[config.mk]
export PLATFORM = sky130hd
export DESIGN_NAME = payload_byte_feeder
export DESIGN_NICKNAME = d
export VERILOG_FILES = /design/src/rtl/payload_byte_feeder.sv
export SDC_FILE = /design/constraint.sdc
export NUM_CORES = 1
export LEC_CHECK = 0
export BUFFER_PORTS_ARGS = -buffer_cell sky130_fd_sc_hd__buf_2
export CAP_MARGIN = 5
export CORE_MARGIN = 10
export CORE_UTILIZATION = 42
export DETAILED_ROUTE_END_ITERATION = 8
export PLACE_DENSITY_LB_ADDON = 0.3
export SYNTH_ARGS = -nofsm -noshare
export SYNTH_HDL_FRONTEND = slang
export SYNTH_SLANG_ARGS = --single-unit
[constraint.sdc]
create_clock -name clk -period 2.9 [get_ports clk]
set_input_delay 0.58 -clock clk [delete_from_list [all_inputs] [get_ports clk]]
set_output_delay 0.58 -clock clk [all_outputs]
set_load 0.005 [all_outputs]
[src/rtl/payload_byte_feeder.sv]
// Serialises a 64-bit payload word stream into one byte per cycle for the engine array.
// Drives a one-hot char bus, a per-byte enable, and sod/eod packet framing pulses.
module payload_byte_feeder #(
    parameter  int DATA_WIDTH = 64,
    localparam int KEEP_WIDTH = DATA_WIDTH / 8
) (
    input  logic                  clk,
    input  logic                  resetn,
    input  logic [DATA_WIDTH-1:0] s_axis_tdata,
    input  logic [KEEP_WIDTH-1:0] s_axis_tkeep,
    input  logic                  s_axis_tlast,
    input  logic                  s_axis_tvalid,
    output logic                  s_axis_tready,
    output logic [7:0]            char,
    output logic [255:0]          char_hot,
    output logic                  en,
    output logic                  sod,
    output logic                  eod
);
    localparam int IDX_W = (KEEP_WIDTH > 1) ? $clog2(KEEP_WIDTH) : 1;

    typedef enum logic [1:0] {IDLE, SOD, BYTES, EOD} state_t;

    state_t                state_q, state_d;
    logic [DATA_WIDTH-1:0] data_q, data_d;
    logic [KEEP_WIDTH-1:0] mask_q, mask_d;
    logic                  last_q, last_d;
    logic [7:0]            char_q, char_d;
    logic                  en_q, en_d, sod_q, sod_d, eod_q, eod_d, tready_q, tready_d;

    logic                  xfer, emit;
    logic [DATA_WIDTH-1:0] src_data;
    logic [KEEP_WIDTH-1:0] src_mask;
    logic [IDX_W-1:0]      lane;

    function automatic logic [IDX_W-1:0] low_lane(input logic [KEEP_WIDTH-1:0] m);
        low_lane = '0;
        for (int i = KEEP_WIDTH - 1; i >= 0; i--)
            if (m[i]) low_lane = IDX_W'(i);
    endfunction

    // Next-cycle outputs are computed here and registered; a byte chosen at an edge
    // may come straight from the word being accepted at that same edge.
    always_comb begin
        state_d  = state_q;
        data_d   = data_q;
        mask_d   = mask_q;
        last_d   = last_q;
        char_d   = char_q;
        en_d     = 1'b0;
        sod_d    = 1'b0;
        eod_d    = 1'b0;
        tready_d = 1'b0;
        emit     = 1'b0;
        src_data = data_q;
        src_mask = mask_q;
        lane     = '0;
        xfer     = s_axis_tvalid && tready_q;

        case (state_q)
            IDLE, EOD: begin
                if (xfer) begin
                    data_d  = s_axis_tdata;
                    mask_d  = s_axis_tkeep;
                    last_d  = s_axis_tlast;
                    state_d = SOD;
                    sod_d   = 1'b1;
                end else begin
                    state_d  = IDLE;
                    tready_d = 1'b1;
                end
            end
            SOD: begin
                if (mask_q == '0) begin
                    state_d  = EOD;
                    eod_d    = 1'b1;
                    tready_d = 1'b1;
                end else begin
                    state_d = BYTES;
                    emit    = 1'b1;
                end
            end
            BYTES: begin
                if (mask_q != '0) begin
                    emit = 1'b1;
                end else if (last_q) begin
                    state_d  = EOD;
                    eod_d    = 1'b1;
                    tready_d = 1'b1;
                end else if (xfer) begin
                    data_d = s_axis_tdata;
                    mask_d = s_axis_tkeep;
                    last_d = s_axis_tlast;
                    if (s_axis_tkeep != '0) begin
                        emit     = 1'b1;
                        src_data = s_axis_tdata;
                        src_mask = s_axis_tkeep;
                    end else if (s_axis_tlast) begin
                        state_d  = EOD;
                        eod_d    = 1'b1;
                        tready_d = 1'b1;
                    end else begin
                        tready_d = 1'b1;
                    end
                end else begin
                    tready_d = 1'b1;
                end
            end
            default: state_d = IDLE;
        endcase

        if (emit) begin
            lane     = low_lane(src_mask);
            char_d   = src_data[8*lane +: 8];
            en_d     = 1'b1;
            mask_d   = src_mask & (src_mask - KEEP_WIDTH'(1));
            tready_d = (mask_d == '0) && !last_d;
        end
    end

    always_ff @(posedge clk or negedge resetn) begin
        if (!resetn) begin
            state_q  <= IDLE;
            data_q   <= '0;
            mask_q   <= '0;
            last_q   <= 1'b0;
            char_q   <= '0;
            en_q     <= 1'b0;
            sod_q    <= 1'b0;
            eod_q    <= 1'b0;
            tready_q <= 1'b0;
        end else begin
            state_q  <= state_d;
            data_q   <= data_d;
            mask_q   <= mask_d;
            last_q   <= last_d;
            char_q   <= char_d;
            en_q     <= en_d;
            sod_q    <= sod_d;
            eod_q    <= eod_d;
            tready_q <= tready_d;
        end
    end

    assign s_axis_tready = tready_q;
    assign char          = char_q;
    assign en            = en_q;
    assign sod           = sod_q;
    assign eod           = eod_q;
    assign char_hot      = en_q ? (256'd1 << char_q) : '0;
endmodule

# Word-level counts from Yosys, hierarchy flattened
# Index checks and enable logic that the tools add are counted.
[word_totals]
out_inout_bits = 268
inputBits = 76
wordCells = 102
regBits = 87
[op_classes]
reduce_logical = 14
add_sub_neg = 1
shifts = 2
bitwise = 1
mux = 65
n_eq_ne = 10
[ops]
columns = ["operator", "n"]
rows = [
  ["two-way mux 64 bit", 8],
  ["two-way mux 256 bit", 1],
  ["<< shifter 1 x 8 -> 256 bit, first input constant", 1],
  ["one-hot mux 64 bit (2 select lines)", 1],
  ["two-way mux 8 bit", 9],
  ["indexed part select 64 x 7 -> 8 bit", 1],
  ["two-way mux 3 bit", 9],
  ["two-way mux 1 bit", 26],
  ["logical NOT 8 bit", 2],
  ["one-hot mux 8 bit (2 select lines)", 1],
  ["nonzero test 8 bit", 2],
  ["!= test 3 bit, second input constant", 5],
  ["two-way mux 2 bit", 5],
  ["bitwise AND 8 bit", 1],
  ["subtractor 8 x 1 -> 8 bit, second input constant", 1],
  ["one-hot mux 1 bit (2 select lines)", 3],
  ["one-hot mux 2 bit (3 select lines)", 1],
  ["AND reduction 3 bit", 2],
  ["== test 2 bit, second input constant", 2],
  ["!= test 2 bit, second input constant", 2],
  ["AND reduction 4 bit", 1],
  ["one-hot mux 1 bit (3 select lines)", 1],
  ["nonzero test 3 bit", 1],
  ["== test 2 x 1 -> 1 bit, second input constant", 1],
  ["other kinds (5)", 6],
]

# Depth between registers and ports, before layout
# Gate-level depths: netlist of run 1.
[depth]
word_depth = 16
depth_mapped = 14
mapped_depth_nobuf = 10

# Worst setup path after synthesis of run 1
# Ideal clock, no wire load.
[synth_timing]
kind = "reg-to-reg"
startpoint = "reg state_q[0]"
endpoint = "reg char_q[1] (netlist: char[1])"
setup_slack_ps = -12
required_ps = 2771
synth_period_minus_slack_ps = 2912
path_buffers = 3
arrival_ps = 2783
setup_time_ps = 129
path_stages_with_launch = 14
path_cell_list = "dfrtp_1 inv_1 ha_1 buf_2 and4b_1 nand4_2 o221a_1 or4_1 buf_4 nand2_4 buf_6 mux2_1 o221ai_1 nor4b_2"
[synth_between]
elab_chain_cells = 12
elab_cells_between_ends = 15
classes_between = "eq/ne: 2; shift: 1; mux: 12"
[synth_lines]
columns = ["item", "line_no", "rtl"]
rows = [
  ["start, declared", "24", "state_t state_q, state_d;"],
  ["start signal, assigned", "133", "state_q <= state_d;"],
  ["== test 2 bit", "60", "case (state_q)"],
  ["two-way mux 8 bit", "60", ""],
  ["two-way mux 3 bit (8 in series)", "39", "if (m[i]) low_lane = IDX_W'(i);"],
  ["two-way mux 3 bit", "112", "if (emit) begin"],
  ["indexed part select 64 x 7 -> 8 bit", "114", "char_d = src_data[8*lane +: 8];"],
  ["end signal, assigned", "137", "char_q <= char_d;"],
  ["end, declared", "28", "logic [7:0] char_q, char_d;"],
]
# Parallel ways exist; a longest one is shown, timed or not. The select of a mux whose other input is x is not followed.
# A chain may end at the register's enable or synchronous reset.

# Final worst setup path of run 1
[layout_timing]
startpoint = "reg char_q[6] (netlist: char[6])"
endpoint = "out char_hot[200]"
[layout_between]
elab_chain_cells = 2
[layout_lines]
columns = ["item", "line_no", "rtl"]
rows = [
  ["<< shifter 1 x 8 -> 256 bit", "150", "assign char_hot = en_q ? (256'd1 << char_q) : '0;"],
  ["two-way mux 256 bit", "150", ""],
  ["end, declared", "15", "output logic [255:0] char_hot,"],
]
# No other way between the ends.

==> results of run 1 <==
## layer usage
layer / global-route usage (%) / vias up / part of all wire [%]
met5: 0 / - / 0
met4: 12.72 / 0 / 3.9
met3: 8.879 / 105 / 11
met2: 48.88 / 581 / 48
met1: 35.63 / 3847 / 38
li1: - / 3713 / -
## registers in the layout, indices dropped and copies added, names as in the netlist
name and flops:
char 8, data_q 64, en 1, eod 1, last_q 1, mask_q 8, s_axis_tready 1, sod 1
state_q 2
## cell families after synthesis
group,Yosys count,share of synthesized area (%)
AOI/OAI and AO/OA,97,10.68
adders and majority gates,3,0.5721
buffers and inverters,68,4.634
DFF,87,33.18
muxes,91,15.45
and+or+nand+nor,521,35.49
## metrics by stage
stage          setup slack [ps]  hold WS [ps]
6_report                 -45.73         201.6
3_3_place_gp              13.62         486.6
2_1_floorplan             7.251         284.4
3_5_place_dp             -114.3         490.2
5_1_grt                  -170.9         226.7
4_1_cts                   4.080         215.3
## timing repair
item | CTS | global route
pin swaps | 1 | 11
resized for setup | 5 | 28
endpoints found under the setup margin | 8 | 72
buffers inserted | 0 | 9
cloned | 0 | 2
## layout by cell type (no fill, tap or decap), types with 4 or more instances in the layout
master	synthesis	routed
nor2_1	290	288
nand4_1	4	4
mux2i_1	9	9
nor4b_2	8	8
and3_1	6	6
inv_1	5	5
o221ai_2	0	5
a21oi_1	18	17
o21ai_1	2	4
buf_4	2	81
nor3_1	6	6
nand3_1	48	47
nand2_1	118	114
a22o_1	7	7
nand2b_1	6	6
clkbuf_16	0	11
mux2_2	66	66
a41oi_1	9	8
nor2b_1	9	8
nand2_2	0	4
dfrtp_1	87	85
nor4_4	2	4
buf_2	2	342
buf_12	0	5
o21ai_0	22	20
diode_2	0	6
a32o_1	8	8
mux2_1	16	16
## worst reg2reg max path, delay by kind of cell (launching register included)
family                     cells  cell delay [ps]
buffers and inverters          2              210
DFF                            1              380
AOI/OAI and AO/OA              2              500
and+or+nand+nor                5             1110
adders and majority gates      1              200
muxes                          1              340
## power by group
| group | internal (mW) | total (mW) | switching (mW) |
|---|---|---|---|
| sequential | 1.84 | 2.37 | 0.529 |
| combinational | 3.18 | 6.94 | 3.76 |
| clock | 0.764 | 1.29 | 0.522 |
## worst paths after layout
kind                                       from       endpoint  slack (ps)  depth (start not counted)
worst max-delay path                    char[6]  char_hot[200]         -50                          4
min in group clk                s_axis_tdata[3]      data_q[3]         480                          2
max in group asynchronous                resetn        char[2]        1910                          2
worst min register to register       data_q[35]     data_q[35]         510                          1
worst min-delay path                     resetn     data_q[43]         200                          1
worst max register to register       state_q[0]        char[3]          40                         11
## final cells by class
type | instances | area, um2 | share of cell area (%)
diodes | 6 | 15.01 | 0.1577
clock buffers | 9 | 225.2 | 2.366
clock inverters | 7 | 102.6 | 1.078
inverters | 5 | 18.77 | 0.1971
multi-input cells | 712 | 4223 | 44.36
flip-flops and latches | 87 | 2180 | 22.89
well taps | 211 | 264.0 | 2.773
repair buffers | 432 | 2492 | 26.18
==> flow_metrics.env, run 1 <==
export IMPL_die_x_um=145.0
export IMPL_rows=45
export IMPL_hold_path_class="input pin to async pin"
export IMPL_min_period_over_period_pct=101.6
export IMPL_initial_core_util_pct=43.00
export IMPL_ios=344
export IMPL_clkSlewWorstSetupHoldPaths_ps=70
export IMPL_async_reset_ff_share_pct=100.0
export IMPL_finalSetupTns_ps=-75.07
export IMPL_ctsRootBufferMaster="clkbuf_16"
export IMPL_drc=0
export IMPL_power_total_mw=10.60
export IMPL_synth_seq_cells=87
export IMPL_num_nets_final=1326
export IMPL_clock_skew_ps=11.34
export IMPL_ir_worst_vdd_mv=0.6409
export IMPL_worst_slew_pin_slew_ps=678.4
export IMPL_die_area_um2=21020
export IMPL_dr_pass1_iters=6
export IMPL_syn_area_um2=6561
export IMPL_antenna_found_initial=6
export IMPL_critPathSlowestCell="dfrtp_1"
export IMPL_ys_warn_count=0
export IMPL_clock_path_buffers=2
export IMPL_io_buffers=343
export IMPL_grt_pass1_vias=8148
export IMPL_synth_distinct_cells=62
export IMPL_cap_violations=0
export IMPL_cp_slowest_stage_delay_ps=610
export IMPL_end_kind="output pin"
export IMPL_cts_tree="yes"
export IMPL_fmax_mhz=339.5
export IMPL_hold_viol=0
export IMPL_avgSynthCellArea_um2=7.568
export IMPL_rsz0062_at_grt="yes"
export IMPL_via_per_inst=5.613
export IMPL_die_h_um=145.0
export IMPL_ys_flop_type="dfrtp_1"
export IMPL_postPlaceCellArea_um2=8900
export IMPL_slew_headroom_pct=54.66
export IMPL_cts_max_level=3
export IMPL_synth_area_leaders="dfrtp_1 33%, nor2_1 17%, mux2_2 11%"
export IMPL_nFillCells=1399
export IMPL_power_density_nw_per_um2=1113
export IMPL_vias=8246
export IMPL_routedWlPerCell_um=22.91
export IMPL_syn_to_final_growth_pct=45.10
export IMPL_violations="setup timing"
export IMPL_synth_edf_count=0
export IMPL_critical_path_buf_inv_count=1
export IMPL_syn_inst=867
export IMPL_wl_mm=33.65
export IMPL_drt_iter0_markers=828
export IMPL_hpwl_mm=26.52
export IMPL_critPathArrivalTime_ps=2370
export IMPL_outcome="complete, but fails checks"
export IMPL_grt_usage_pct=29.87
export IMPL_layout_drive_gt1_share_pct=45.05
export IMPL_core_um2=15260
export IMPL_seq_area_frac_synth_pct=33.18
export IMPL_routabilityCongestion=0.9982
export IMPL_dp_cells=1436
export IMPL_grt_max_degree=39
export IMPL_start_kind="flip-flop"
export IMPL_clock_sinks=87
export IMPL_yosys_top_cells_count="290 x nor2_1, 118 x nand2_1, 87 x dfrtp_1, 66 x mux2_2"
export IMPL_postCtsHoldBufs=0
export IMPL_setup_violations=2
export IMPL_design_area_um2=9520
export IMPL_cp_max_fo=16
export IMPL_gr_total_overflow=0
export IMPL_finalNonFillerCells=1469
export IMPL_grt_pass1_wl_mm=50.40
export IMPL_critical_path_top_delay_family="simple AND/OR/NAND/NOR gates"
export IMPL_yosysMostFrequentCell="nor2_1"
export IMPL_synth_top_cell_area_share_pct=33.18
export IMPL_ant_nets=0
export IMPL_drv_slew=0
export IMPL_power_leakage_nw=4.746
export IMPL_period_minus_slack_ps=2946
export IMPL_cts_buffers=9
export IMPL_critPathRequiredTime_ps=2320
export IMPL_synth_area_leader_cell="dfrtp_1"
export IMPL_clk_latency_ps=350
export IMPL_critPathKind="flip-flop to output pin"
export IMPL_final_util_pct=62.39
export IMPL_synth_nets=946
export IMPL_fin_ws_ps=-45.73
export IMPL_path_cells="nor2b_1, nand2_1, nor2_1, buf_2"
Power figures use the tool's default switching activity.
==> run 2, diff against run 1 <==
--- a/config.mk
+++ b/config.mk
@@ -10,7 +10,9 @@
 export CORE_MARGIN = 10
 export CORE_UTILIZATION = 42
 export DETAILED_ROUTE_END_ITERATION = 8
+export MAX_ROUTING_LAYER = met4
 export PLACE_DENSITY_LB_ADDON = 0.3
+export REMOVE_ABC_BUFFERS = 1
 export SYNTH_ARGS = -nofsm -noshare
 export SYNTH_HDL_FRONTEND = slang
 export SYNTH_SLANG_ARGS = --single-unit
==> run 2 against run 1 <==
  * Critical path type is now flip-flop to flip-flop
  * Routed wire length shrank 7.8%
  * The run now ends clean
  * Power shrank 4.6%
  * Count of clock-buffer cells in the layout grew 1
  * Cell count shrank 1.3%
  * Worst hold slack gained 58 ps
  * Utilization shrank 1.8 points
  * Register-to-register slack is essentially flat
  * Clock power shrank 18%
  * Largest power group unchanged
  * Global-route usage shrank 1.4 points
  * Non-clock buffer count shrank 15
  * Largest cell class unchanged
  * Fmax grew 3.0%
  * Final area shrank 2.8%
==> flow_metrics.env, run 2 (synthesized netlist as in run 1, its figures left out) <==
export IMPL_clk_latency_ps=340
export IMPL_clock_skew_ps=5.952
export IMPL_routedWlPerCell_um=21.39
export IMPL_internal_power_mw=5.521
export IMPL_drv_slew=0
export IMPL_wl_mm=31.02
export IMPL_critPathSlowestCell="or4_4"
export IMPL_end_kind="flip-flop"
export IMPL_drt_iter0_markers=674
export IMPL_hold_viol=0
export IMPL_power_density_nw_per_um2=1093
export IMPL_gr_max_usage_layer="met2"
export IMPL_use_met2_pct=46.64
export IMPL_io_buffers=343
export IMPL_clock_path_buffers=2
export IMPL_fin_ws_ps=39.27
export IMPL_regMostFlops="data_q"
export IMPL_nFillCells=1406
export IMPL_largest_reg_flops=64
export IMPL_cap_violations=0
export IMPL_power_leakage_nw=4.647
export IMPL_hpwl_mm=24.52
export IMPL_antenna_found_initial=2
export IMPL_cts_tree="yes"
export IMPL_die_h_um=145.0
export IMPL_drc=0
export IMPL_ir_worst_vdd_mv=0.6105
export IMPL_start_kind="flip-flop"
export IMPL_p_seq_share_pct=22.9
export IMPL_period_minus_slack_ps=2861
export IMPL_cp_slowest_stage_delay_ps=470
export IMPL_fmax_mhz=349.6
export IMPL_worst_slew_pin_slew_ps=810.7
export IMPL_syn_to_final_growth_pct=40.98
export IMPL_ctsRootBufferMaster="clkbuf_16"
export IMPL_routabilityCongestion=0.9671
export IMPL_final_cell_mix="342 x buf_2, 288 x nor2_1, 118 x nand2_1"
export IMPL_pwr_share_comb_pct=66.6
export IMPL_dr_pass1_iters=5
export IMPL_layout_drive_gt1_share_pct=43.57
export IMPL_place_ws_ps=-112.7
export IMPL_core_um2=15260
export IMPL_grt_pass1_wl_mm=47.11
export IMPL_rows=45
export IMPL_critPathKind="flip-flop to flip-flop"
export IMPL_switching_share_pct=45.39
export IMPL_via_per_inst=5.539
export IMPL_rsz0062_at_grt="yes"
export IMPL_ant_nets=0
export IMPL_slew_headroom_pct=45.82
export IMPL_path_cells="nor4_4, nand4_2, o221a_1, or4_4, nand2_8, buf_12, buf_8, buf_4, nand2_1, a32o_2, nor4b_2"
export IMPL_initial_core_util_pct=43.00
export IMPL_min_period_over_period_pct=98.65
export IMPL_pwr_share_clk_pct=10.5
export IMPL_num_nets_final=1311
export IMPL_p_switching_mw=4.590
export IMPL_use_met3_pct=6.644
export IMPL_die_x_um=145.0
export IMPL_clock_sinks=87
export IMPL_outcome="completed"
export IMPL_grt_use_met1_pct=33.03
export IMPL_cts_buffers=9
export IMPL_gr_total_overflow=0
export IMPL_grt_usage_pct=28.46
export IMPL_grt_max_degree=88
export IMPL_final_common_cell="buf_2"
export IMPL_grt_pass1_vias=7783
export IMPL_cp_max_fo=9
export IMPL_hold_path_class="input pin to async pin"
export IMPL_ios=344
export IMPL_critPathArrivalTime_ps=3110
export IMPL_critPathRequiredTime_ps=3140
export IMPL_postCtsHoldBufs=0
export IMPL_die_area_um2=21020
export IMPL_final_util_pct=60.62
export IMPL_finalSetupTns_ps=0
export IMPL_clkSlewWorstSetupHoldPaths_ps=60
export IMPL_vias=8032
export IMPL_setup_violations=0
export IMPL_cts_max_level=3
-- run 2: cell types whose count changed in the layout (fill, tap and decap cells not counted), sizes merged --
cell      before  now
bufinv         2    0
clkinv         0    4
buf          430  416
clkinvlp       3    1
diode          6    2
inv            7    6
-- run 2: area by class of cell --
cell class                      count  area [um2]  share of cell area [%]
Sequential cell                    87        2177                   23.54
Clock inverter                      6       36.28                  0.3923
Inverter                            5       18.77                  0.2029
Multi-Input combinational cell    712        4170                   45.08
Timing Repair Buffer              417        2350                   25.40
Clock buffer                       10       229.0                   2.475
Tap cell                          211       264.0                   2.854
Antenna cell                        2       5.005                 0.05411
-- run 2: worst max-delay path: cells and delay by family (launching register included) --
| kind | cells | cell delay (ps) |
|---|---|---|
| compound gates | 2 | 530 |
| buf+inv | 3 | 360 |
| flops | 1 | 430 |
| simple gates | 6 | 1450 |
-- run 2: per-layer routing --
| metal | up-vias | part of all wire, % |
|---|---|---|
| met3 | 76 | 8.3 |
| met4 | 0 | 3.7 |
| met1 | 3847 | 39 |
| met2 | 427 | 49 |
| met5 | - | 0 |
| li1 | 3682 | - |
-- run 2: metrics by stage --
step	instance area, um2	power (mW)	hold WS [ps]	cells
after floorplan	6276	6.090	284.4	804
final	9250	10.11	259.6	1450
after global routing	9250	10.76	304.8	1450
after global placement	8780	8.284	482.8	1420
after CTS	9057	9.482	296.4	1436
after detailed placement	8780	8.381	489.1	1420
-- run 2: power by group through the flow --
stage / Clock (mW) / Combinational, mW / Sequential (mW)
final: 1.06 / 6.73 / 2.32
after global routing: 1.13 / 7.24 / 2.39
after CTS: 1.07 / 6.11 / 2.30
after detailed placement: 0 / 6.06 / 2.32
after global placement: 0 / 5.99 / 2.30
after floorplan: 0 / 3.85 / 2.24
-- run 2: what timing repair did --
action	4_1_cts	5_1_grt
gates resized for setup	4	17
gates cloned	0	1
pin swaps	1	9
buffers inserted	0	11
endpoints found under the setup margin	8	8
endpoints found under the hold margin	0	0
-- run 2: worst paths after layout --
kind                            startpoint         end  slack (ps)  cells past startpoint
setup / recovery                 mask_q[2]     char[1]          40                     11
hold / removal                      resetn  data_q[14]         260                      2
setup reg to reg                 mask_q[2]     char[1]          40                     11
hold reg to reg                 data_q[28]  data_q[28]         500                      1
max in group asynchronous           resetn  data_q[52]        2260                      2
min in group clk           s_axis_tdata[7]   data_q[7]         480                      2
==> run 3, diff against run 2 <==
--- a/config.mk
+++ b/config.mk
@@ -7,12 +7,13 @@
 export LEC_CHECK = 0
 export BUFFER_PORTS_ARGS = -buffer_cell sky130_fd_sc_hd__buf_2
 export CAP_MARGIN = 5
+export CELL_PAD_IN_SITES_DETAIL_PLACEMENT = 2
+export CELL_PAD_IN_SITES_GLOBAL_PLACEMENT = 2
 export CORE_MARGIN = 10
-export CORE_UTILIZATION = 42
+export CORE_UTILIZATION = 22
 export DETAILED_ROUTE_END_ITERATION = 8
 export MAX_ROUTING_LAYER = met4
 export PLACE_DENSITY_LB_ADDON = 0.3
-export REMOVE_ABC_BUFFERS = 1
 export SYNTH_ARGS = -nofsm -noshare
 export SYNTH_HDL_FRONTEND = slang
 export SYNTH_SLANG_ARGS = --single-unit
==> run 3 against run 2 <==
  * The run now ends with setup timing left
  * Sequential cell count unchanged
  * Combinational power rose by 34%
  * Critical path depth is 1 higher
  * Cell count up 16%
  * Die area up 77%
  * Fmax fell by 6.1%
  * Non-clock buffer count grew 53
  * Power grew 26%
  * Sequential power increased by 3%
  * Highest routed layer unchanged
==> flow_metrics.env, run 3 (synthesized netlist as in run 1, its figures left out) <==
export IMPL_outcome="complete, but fails checks"
export IMPL_violations="setup timing"
export IMPL_end_kind="flip-flop"
export IMPL_largest_reg_flops=64
export IMPL_vias=8214
export IMPL_rr_endpoint="char[3]"
export IMPL_critPathRequiredTime_ps=3150
export IMPL_period_minus_slack_ps=3046
export IMPL_io_buffers=343
export IMPL_grt_max_degree=66
export IMPL_gr_total_overflow=0
export IMPL_dp_cells=1630
export IMPL_cts_tree="yes"
export IMPL_slew_headroom_pct=59.91
export IMPL_rsz0062_at_grt="yes"
export IMPL_clkSlewWorstSetupHoldPaths_ps=70
export IMPL_p_switching_mw=5.876
export IMPL_antenna_found_initial=1
export IMPL_hpwl_mm=32.75
export IMPL_rows=63
export IMPL_fin_ws_ps=-146.1
export IMPL_pwr_share_clk_pct=10.9
export IMPL_min_period_over_period_pct=105.0
export IMPL_worst_slew_pin_slew_ps=599.7
export IMPL_drc=0
export IMPL_cp_max_fo=6
export IMPL_layout_drive_gt1_share_pct=50.12
export IMPL_die_area_um2=37130
export IMPL_hold_path_class="input pin to async pin"
export IMPL_power_density_nw_per_um2=1228
export IMPL_clk_latency_ps=360
export IMPL_place_ws_ps=-346.9
export IMPL_n_antenna_cell=0
export IMPL_ios=344
export IMPL_dr_pass1_iters=4
export IMPL_grt_usage_pct=21.53
export IMPL_die_x_um=192.7
export IMPL_cts_max_level=3
export IMPL_wl_mm=42.78
export IMPL_drv_slew=0
export IMPL_hold_viol=0
export IMPL_internal_power_mw=6.907
export IMPL_ir_worst_vdd_mv=0.5206
export IMPL_ant_nets=0
export IMPL_p_seq_share_pct=18.6
export IMPL_seqCellArea_um2=2178
export IMPL_power_leakage_nw=5.107
export IMPL_routabilityCongestion=0.8815
export IMPL_postCtsHoldBufs=0
export IMPL_critPathKind="flip-flop to flip-flop"
export IMPL_via_per_inst=4.892
export IMPL_grt_pass1_wl_mm=58.60
export IMPL_setup_violations=8
export IMPL_die_h_um=192.7
export IMPL_critPathArrivalTime_ps=3300
export IMPL_cts_buffers=9
export IMPL_start_kind="flip-flop"
export IMPL_syn_to_final_growth_pct=58.71
export IMPL_r2r_start="mask_q[1]"
export IMPL_r2r_slack_ps=-150
export IMPL_regMostFlops="data_q"
export IMPL_clock_path_buffers=2
export IMPL_nFillCells=3458
export IMPL_fmax_mhz=328.3
export IMPL_num_nets_final=1364
export IMPL_final_cell_mix="342 x buf_2, 288 x nor2_1, 107 x buf_4"
export IMPL_clock_skew_ps=10.49
export IMPL_whs_ps=215.6
export IMPL_core_um2=29560
export IMPL_grt_pass1_vias=8830
export IMPL_switching_share_pct=45.96
export IMPL_power_total_mw=12.78
export IMPL_final_util_pct=35.23
export IMPL_pwr_share_comb_pct=70.5
export IMPL_routedWlPerCell_um=25.48
export IMPL_drt_iter0_markers=336
export IMPL_clock_sinks=87
export IMPL_cap_violations=0
export IMPL_multi_input_area_um2=4523
export IMPL_worstRegToRegCells=12
export IMPL_initial_core_util_pct=22.20
export IMPL_ctsRootBufferMaster="clkbuf_16"
export IMPL_final_common_cell="buf_2"
export IMPL_finalNonFillerCells=1679
[run 3: cell types whose count changed in the layout (fill, tap and decap cells not counted), sizes merged]
| cell | delta |
|---|---|
| clkbuf | -2 |
| bufinv | +3 |
| diode | -2 |
| clkinvlp | -1 |
| clkinv | -2 |
| buf | +54 |
[run 3: power groups by stage]
| stage | logic [mW] | clock network (mW) | registers, mW |
|---|---|---|---|
| after global routing | 9.65 | 1.47 | 2.47 |
| after global placement | 6.67 | 0 | 2.32 |
| after detailed placement | 6.85 | 0 | 2.37 |
| final | 9.01 | 1.39 | 2.38 |
| after floorplan | 4.24 | 0 | 2.17 |
| after CTS | 7.84 | 1.42 | 2.35 |
[run 3: layer usage]
metal | up-vias | global-route usage, % | wire length (um)
li1 | 3785 | - | -
met1 | 4132 | 23.19 | 16400
met2 | 253 | 39.73 | 22770
met3 | 44 | 3.560 | 2688
met4 | 0 | 5.963 | 928
met5 | - | - | 0
[run 3: stage by stage]
step           TNS (ps)  cell area [um2]
6_report         -590.8            10410
5_1_grt           -1483            10410
4_1_cts           -1359             9925
3_5_place_dp      -2536             9261
3_3_place_gp      -1995             9261
2_1_floorplan         0             6564
[run 3: worst max-delay path by stage]
stage	startpoint	to	slack, ps	cells past startpoint
after global placement	s_axis_tkeep[6]	char[1]	-260	10
after CTS	char[6]	char_hot[33]	-90	4
after detailed placement	s_axis_tvalid	char[2]	-350	9
final	mask_q[1]	char[3]	-150	12
after floorplan	state_q[0]	char[1]	7	13
after global routing	state_q[0]	char[5]	-230	13
[run 3: critical path: stages, from the launching register on]
cell	delay, ps
dfrtp_1	430
or4_4	610
nor4_4	240
buf_6	160
a21o_1	140
buf_6	110
nor4_4	40
buf_4	150
nor2_4	200
buf_6	180
nand2_1	90
a32o_1	270
nor4b_2	300
[run 3: timing repair]
item / CTS / global route
gates cloned: 3 / 0
gates resized for setup: 31 / 80
endpoints found under the setup margin: 51 / 109
buffers inserted: 13 / 24
hold endpoints to repair: 0 / 0
pin swaps: 20 / 29
[run 3: final cells by class]
cell class / count / share of cell area, %
Tap cell: 390 / 4.686
Clock inverter: 6 / 1.141
Sequential cell: 87 / 20.92
Inverter: 5 / 0.1802
Multi-Input combinational cell: 712 / 43.43
Timing Repair Buffer: 470 / 27.48
Clock buffer: 9 / 2.163
